## config.mk

```make
export PLATFORM = sky130hd
export DESIGN_NAME = decode_stage
export DESIGN_NICKNAME = d
export VERILOG_FILES = /design/src/rtl/arm_pkg.sv /design/src/rtl/decode_stage_regfile.sv /design/src/rtl/decode_stage.sv
export SDC_FILE = /design/constraint.sdc
export NUM_CORES = 2
export LEC_CHECK = 0
export BUFFER_PORTS_ARGS = -buffer_cell sky130_fd_sc_hd__buf_2
export CAP_MARGIN = 15
export CORE_UTILIZATION = 45
export CTS_CLUSTER_DIAMETER = 40
export DETAILED_ROUTE_END_ITERATION = 10
export GPL_ROUTABILITY_DRIVEN = 0
export GPL_TIMING_DRIVEN = 0
export SLEW_MARGIN = 20
export SYNTH_ARGS = -nofsm -noshare
export SYNTH_HDL_FRONTEND = slang
export SYNTH_SLANG_ARGS = --single-unit
```

## constraint.sdc

```tcl
create_clock -name clock -period 25.9 [get_ports clock]
set_input_delay 1.295 -clock clock [delete_from_list [all_inputs] [get_ports clock]]
set_output_delay 1.295 -clock clock [all_outputs]
set_load 0.1 [all_outputs]
```

## src/rtl/arm_pkg.sv

```systemverilog
// Shared definitions for the ARM core pipeline stages.
// Immediate encodings, R15 index, instruction field positions, D->E bundle.
package arm_pkg;

    localparam logic [1:0] IMM_8    = 2'b00;
    localparam logic [1:0] IMM_12   = 2'b01;
    localparam logic [1:0] IMM_BR   = 2'b10;
    localparam logic [1:0] IMM_ZERO = 2'b11;

    localparam logic [3:0] R15 = 4'hF;

    localparam int RN_HI    = 19;
    localparam int RN_LO    = 16;
    localparam int RD_HI    = 15;
    localparam int RD_LO    = 12;
    localparam int RM_HI    = 3;
    localparam int RM_LO    = 0;
    localparam int IMM8_HI  = 7;
    localparam int IMM12_HI = 11;
    localparam int IMM24_HI = 23;

    typedef struct packed {
        logic [31:0] rd1;
        logic [31:0] rd2;
        logic [31:0] ext_imm;
        logic [3:0]  wa3;
        logic [3:0]  ra1;
        logic [3:0]  ra2;
        logic        valid;
    } de_t;

endpackage

```

## src/rtl/decode_stage_regfile.sv

```systemverilog
// 15-entry register file (R0-R14), two async reads, one sync write.
// Ports: i_clk, i_rst, i_ra1/i_ra2 -> o_rd1/o_rd2, i_we/i_wa/i_wd write.
// Macro DECODE_WB_BYPASS_EN: same-cycle write data forwarded to reads.
module decode_stage_regfile
    import arm_pkg::*;
(
    input  logic        i_clk,
    input  logic        i_rst,
    input  logic [3:0]  i_ra1,
    input  logic [3:0]  i_ra2,
    input  logic        i_we,
    input  logic [3:0]  i_wa,
    input  logic [31:0] i_wd,
    output logic [31:0] o_rd1,
    output logic [31:0] o_rd2
);

    logic [31:0] r_regs [0:14];

    // Writes to index 15 are dropped: PC redirect is owned by fetch.
    always_ff @(posedge i_clk or posedge i_rst) begin
        if (i_rst) begin
            for (int i = 0; i < 15; i++) begin
                r_regs[i] <= '0;
            end
        end else if (i_we && (i_wa != R15)) begin
            r_regs[i_wa] <= i_wd;
        end
    end

    // Index 15 reads 0 here; decode_stage substitutes PC+8.
    always_comb begin
        o_rd1 = '0;
        o_rd2 = '0;
        if (i_ra1 != R15) o_rd1 = r_regs[i_ra1];
        if (i_ra2 != R15) o_rd2 = r_regs[i_ra2];
`ifdef DECODE_WB_BYPASS_EN
        if (i_we && (i_wa == i_ra1) && (i_ra1 != R15)) o_rd1 = i_wd;
        if (i_we && (i_wa == i_ra2) && (i_ra2 != R15)) o_rd2 = i_wd;
`endif
    end

endmodule

```

## src/rtl/decode_stage.sv

```systemverilog
// ARM decode stage: register read (R15 = PC+8), immediate extend, D->E reg.
// Ports: clock, rst, instrD, pcPlus4D, regSrcD, immSrcD, W write-back
// (regWriteW, wa3W, resultW), pipeEnable, flushE; outputs *E and validE.
// Macro DECODE_WB_BYPASS_EN (in regfile): same-cycle W->D write-through.
module decode_stage
    import arm_pkg::*;
(
    input  logic        clock,
    input  logic        rst,
    input  logic [31:0] instrD,
    input  logic [31:0] pcPlus4D,
    input  logic [1:0]  regSrcD,
    input  logic [1:0]  immSrcD,
    input  logic        regWriteW,
    input  logic [3:0]  wa3W,
    input  logic [31:0] resultW,
    input  logic        pipeEnable,
    input  logic        flushE,
    output logic [31:0] rd1E,
    output logic [31:0] rd2E,
    output logic [31:0] extImmE,
    output logic [3:0]  wa3E,
    output logic [3:0]  ra1E,
    output logic [3:0]  ra2E,
    output logic        validE
);

    logic [3:0]  w_ra1;
    logic [3:0]  w_ra2;
    logic [31:0] w_rf_rd1;
    logic [31:0] w_rf_rd2;
    logic [31:0] w_pc8;
    logic [31:0] w_ext;
    de_t         w_de;
    de_t         r_de;
    logic        w_unused;

    assign w_unused = &{1'b0, instrD[31:24]};

    assign w_ra1 = regSrcD[0] ? R15 : instrD[RN_HI:RN_LO];
    assign w_ra2 = regSrcD[1] ? instrD[RD_HI:RD_LO]
                              : instrD[RM_HI:RM_LO];
    assign w_pc8 = pcPlus4D + 32'd4;

    decode_stage_regfile u_regfile (
        .i_clk (clock),
        .i_rst (rst),
        .i_ra1 (w_ra1),
        .i_ra2 (w_ra2),
        .i_we  (regWriteW),
        .i_wa  (wa3W),
        .i_wd  (resultW),
        .o_rd1 (w_rf_rd1),
        .o_rd2 (w_rf_rd2)
    );

    always_comb begin
        w_ext = '0;
        unique case (immSrcD)
            IMM_8:    w_ext = {24'd0, instrD[IMM8_HI:0]};
            IMM_12:   w_ext = {20'd0, instrD[IMM12_HI:0]};
            IMM_BR:   w_ext = {{6{instrD[IMM24_HI]}},
                               instrD[IMM24_HI:0], 2'b00};
            IMM_ZERO: w_ext = '0;
            default:  w_ext = '0;
        endcase
    end

    always_comb begin
        w_de         = '0;
        w_de.rd1     = (w_ra1 == R15) ? w_pc8 : w_rf_rd1;
        w_de.rd2     = (w_ra2 == R15) ? w_pc8 : w_rf_rd2;
        w_de.ext_imm = w_ext;
        w_de.wa3     = instrD[RD_HI:RD_LO];
        w_de.ra1     = w_ra1;
        w_de.ra2     = w_ra2;
        w_de.valid   = 1'b1;
    end

    // Flush has priority over load so a squashed op never reaches E.
    always_ff @(posedge clock or posedge rst) begin
        if (rst) begin
            r_de <= '0;
        end else if (flushE) begin
            r_de <= '0;
        end else if (pipeEnable) begin
            r_de <= w_de;
        end
    end

    assign rd1E    = r_de.rd1;
    assign rd2E    = r_de.rd2;
    assign extImmE = r_de.ext_imm;
    assign wa3E    = r_de.wa3;
    assign ra1E    = r_de.ra1;
    assign ra2E    = r_de.ra2;
    assign validE  = r_de.valid;

endmodule

```

==> results.cfg <==
[pwr]
seq_power_share = 0.372
leakagePower_nw = 16.3
p_switching_mw = 1.15
power_density_mw_per_mm2 = 90.6
cellInternalPower_mw = 2.23
peak_supply_drop_mv = 0.0447
switching_share = 0.341
power.combinational.fraction = 0.214
fraction_of_power_consumed_by_the_clock_network = 0.414

[worst_setup_path]
cpLargestDelayFamily = simple AND/OR/NAND/NOR gates
path_max_fanout = 12
timing.critical_path.required_ns = 26.53
path_class = input pin to flop
critPathLaunchType = input pin
critical-path-slowest-cell = sky130_fd_sc_hd__nor2_1
worstSetupEndpointType = flop
worstPathBufferInverterCount = 3
critPathMaxStageDelay_ns = 0.83
worst_ep_arrival_time_ns = 4.97
crit_path_frequent_cell = sky130_fd_sc_hd__nor2_1
worstPathCellList = buf_2 -> clkbuf_1 -> a41o_1 -> nor2_1 -> clkbuf_2 -> o221ai_1 -> nor2_1 -> a221o_1

[yosys]
synth_compound_gate_area_share = 0.122
synth_top_family_by_area = multiplexers
mappedNetlistArea_mm2 = 0.0313
synthDistinctLibCells = 69
post_synth_mux_area_share = 0.238
synth_sequential_area_ratio = 0.466
synthSimpleGateAreaFrac = 0.122
post_synth_fa_ha_maj_area_fraction = 0.000400
yosys_warnings = 0
synth_cells = 2960
synth_ff_type = sky130_fd_sc_hd__dfrtp_1
ys_top_cells_by_area = sky130_fd_sc_hd__dfrtp_1, sky130_fd_sc_hd__mux2_2, sky130_fd_sc_hd__nand2_1, sky130_fd_sc_hd__mux2i_1, sky130_fd_sc_hd__nand3_1
synth_top_area_cell = sky130_fd_sc_hd__dfrtp_1
synth_enable_flop_cells = 0
synth_seq_cells = 583
yosys.area.top_type_share = 0.466
syn_nets = 3070
share_of_async_settable_or_async_resettable_flops_after_synthesis = 1.00
synth_xor_xnor_area_share = 0.00784
syn_area_per_cell_um2 = 10.6

[timing]
fin_setup_tns_ns = 0
clock_skew_ns = 0.0290
timing.final.hold_violations = 0
rsz0062_at_grt = no
timing.final.max_slew_violations = 0
timing.max_slew.rel_slack = 0.0497
finalCritPeriodShare = 0.168
period_needed_ns = 4.34
finalSetupViolations = 0
worst_margin_slew_ns = 1.43
timing.fmax_ghz = 0.230

[grt]
global_route.usage.met3 = 0.217
first_global_vias = 28300
grt.total_usage = 0.431
grt_util_met2 = 0.604
initial_antenna_violation_count = 11
top_usage_layer = met2
sum_of_overflow_across_all_layers_after_global_routing = 0
grtUsageMet1 = 0.517
grt_start_max_net_pins = 107
grt_first_pass_wirelength_mm = 212

[drt]
detail_route.wirelength_mm = 154
drt_first_pass_iters = 7
drt_iter0_drc = 5298
via_total_after_detailed_routing = 29700
routed_wire_length_per_instance_um = 35.9
avgViaCountPerCell = 6.91
drcViolationCount = 0
detail-route-antenna-nets = 0

[clock_tree]
clkLatencyLatePin_ns = 0.71
cts.sink_count = 583
cts_repair_resize_count = 0
cts.reportedPaths.clkPinSlew_ns = 0.06
htree_levels = 3
maximum_buffer_depth_of_the_clock_tree = 3
clock_tree_from_tritoncts = done
post-cts-setup-buffers = 0
post_cts_hold_buffer_count = 0
master_cell_of_the_clock_root_buffer = sky130_fd_sc_hd__clkbuf_16
cts_buffer_count = 99

[outcome]
run_status = completed

[cells_and_area]
nFillCells = 6040
final_cell_area_mm2 = 0.0373
num-nets-final = 3385
final-instance-count-excl-fill = 4303
post_route_cells_drive_above_1_share = 0.335
synthToLayoutAreaGrowth_pct = 19.4
fin_util = 0.544

[min_path]
worst_hold_path_type = flop to flop

[die]
initial_utilization = 0.455
fp.dieArea_mm2 = 0.0706
fp.coreArea_mm2 = 0.0687
chipHeight_um = 266
die_width_um = 266
rows = 96
io_count = 218

[run]
max-cap-violations = 0

[placed_design]
port_buffers = 203
numPlacedInstances = 4103
dpl_cell_area_mm2 = 0.0337
post_detail_place_hpwl_mm = 101
per-stage QoR:
stage          setup slack (ns)  hold slack, ns  power (mW)
2_1_floorplan              8.29           0.474        1.71
3_3_place_gp               2.21           0.474        1.92
3_5_place_dp              20.95           0.477        1.95
4_1_cts                   21.64           0.488        3.33
5_1_grt                   21.75           0.509        3.46
6_report                  21.56           0.479        3.38
worst paths after layout:
path	cells after the start	start	end	slack, ns
worst max-delay path	8	regSrcD[0]	rd1E[31]	21.56
worst min-delay path	2	ra1E[0]	ra1E[0]	0.48
worst max register to register	6	u_regfile.r_regs[448]	rd1E[0]	23.62
worst min register to register	2	ra1E[0]	ra1E[0]	0.48
max in group asynchronous	5	rst	u_regfile.r_regs[338]	23.40
min in group asynchronous	2	rst	u_regfile.r_regs[321]	0.71
power by group through the flow:
stage               sequential, mW  combinational (mW)  clock (mW)
global route                  1.27               0.748        1.44
CTS                           1.25               0.695        1.39
floorplan                     1.30               0.414           0
global placement              1.25               0.670           0
detailed placement            1.26               0.692           0
finish                        1.26               0.724        1.40
routing by layer:
layer,vias up,routed length (um)
met3,770,25900
met1,14600,53600
li1,11400,-
met5,-,39
met2,2953,62400
met4,6,12500
flip-flops by register name, summed over array words and instances (netlist names):
signal,flops
extImmE,26
validE,1
u_regfile.r_regs,480
rd2E,32
rd1E,32
ra2E,4
wa3E,4
ra1E,4
cells in the final DEF, fill, tap and decap left out, drive strengths merged, types with 19 or more instances in the layout:
cell type	count
inv	38
mux2i	71
a211oi	70
a22oi	19
dfrtp	583
nor2	91
o22ai	27
xnor2	24
buf	352
a21oi	117
nand2	476
nand2b	21
clkbuf	251
o211ai	39
a31oi	68
nor4	20
nor2b	56
a221o	39
o21ai	100
mux4	31
mux2	534
clkinv	28
nand3	138
layout make-up:
type | count | area [um2] | share of cell area
multi-input cells | 2090 | 15400 | 0.412
flip-flops and latches | 583 | 14600 | 0.391
clock buffers | 109 | 2620 | 0.0701
plain buffers | 280 | 1370 | 0.0366
repair buffers | 214 | 1240 | 0.0331
well taps | 931 | 1160 | 0.0312
clock inverters | 78 | 915 | 0.0245
inverters | 7 | 33.8 | 0.000905
diodes | 11 | 27.5 | 0.000737
Yosys cell counts, drive strengths merged, types with 15 or more instances:
| master | instances |
|---|---|
| o22ai | 27 |
| o211ai | 39 |
| mux2 | 534 |
| xnor2 | 24 |
| nor2b | 56 |
| a22o | 15 |
| clkbuf | 141 |
| a211oi | 70 |
| a22oi | 19 |
| buf | 139 |
| dfrtp | 583 |
| a221oi | 16 |
| mux4 | 31 |
| a221o | 39 |
| nor2 | 91 |
| a21oi | 117 |
| o21ai | 100 |
| a31oi | 68 |
| nand2b | 21 |
| mux2i | 71 |
| nand2 | 476 |
| nand3 | 138 |
| nor4 | 20 |
cell families after synthesis:
| kind of cell | Yosys count |
|---|---|
| DFF | 583 |
| xor gates and xnor gates | 28 |
| buffers and inverters | 287 |
| and+or+nand+nor | 858 |
| adders and majority gates | 1 |
| muxes | 636 |
| AOI/OAI and AO/OA | 567 |
worst reg2reg max path, cell delays in order (launching register included):
cell and delay (ns):
sky130_fd_sc_hd__dfrtp_1 0.37, sky130_fd_sc_hd__nor2b_1 0.15, sky130_fd_sc_hd__a211oi_1 0.08, sky130_fd_sc_hd__a2111oi_0 0.63, sky130_fd_sc_hd__a311oi_1 0.12, sky130_fd_sc_hd__o41a_1 0.57, sky130_fd_sc_hd__a211oi_1 0.27
Power figures use the tool's default switching activity.
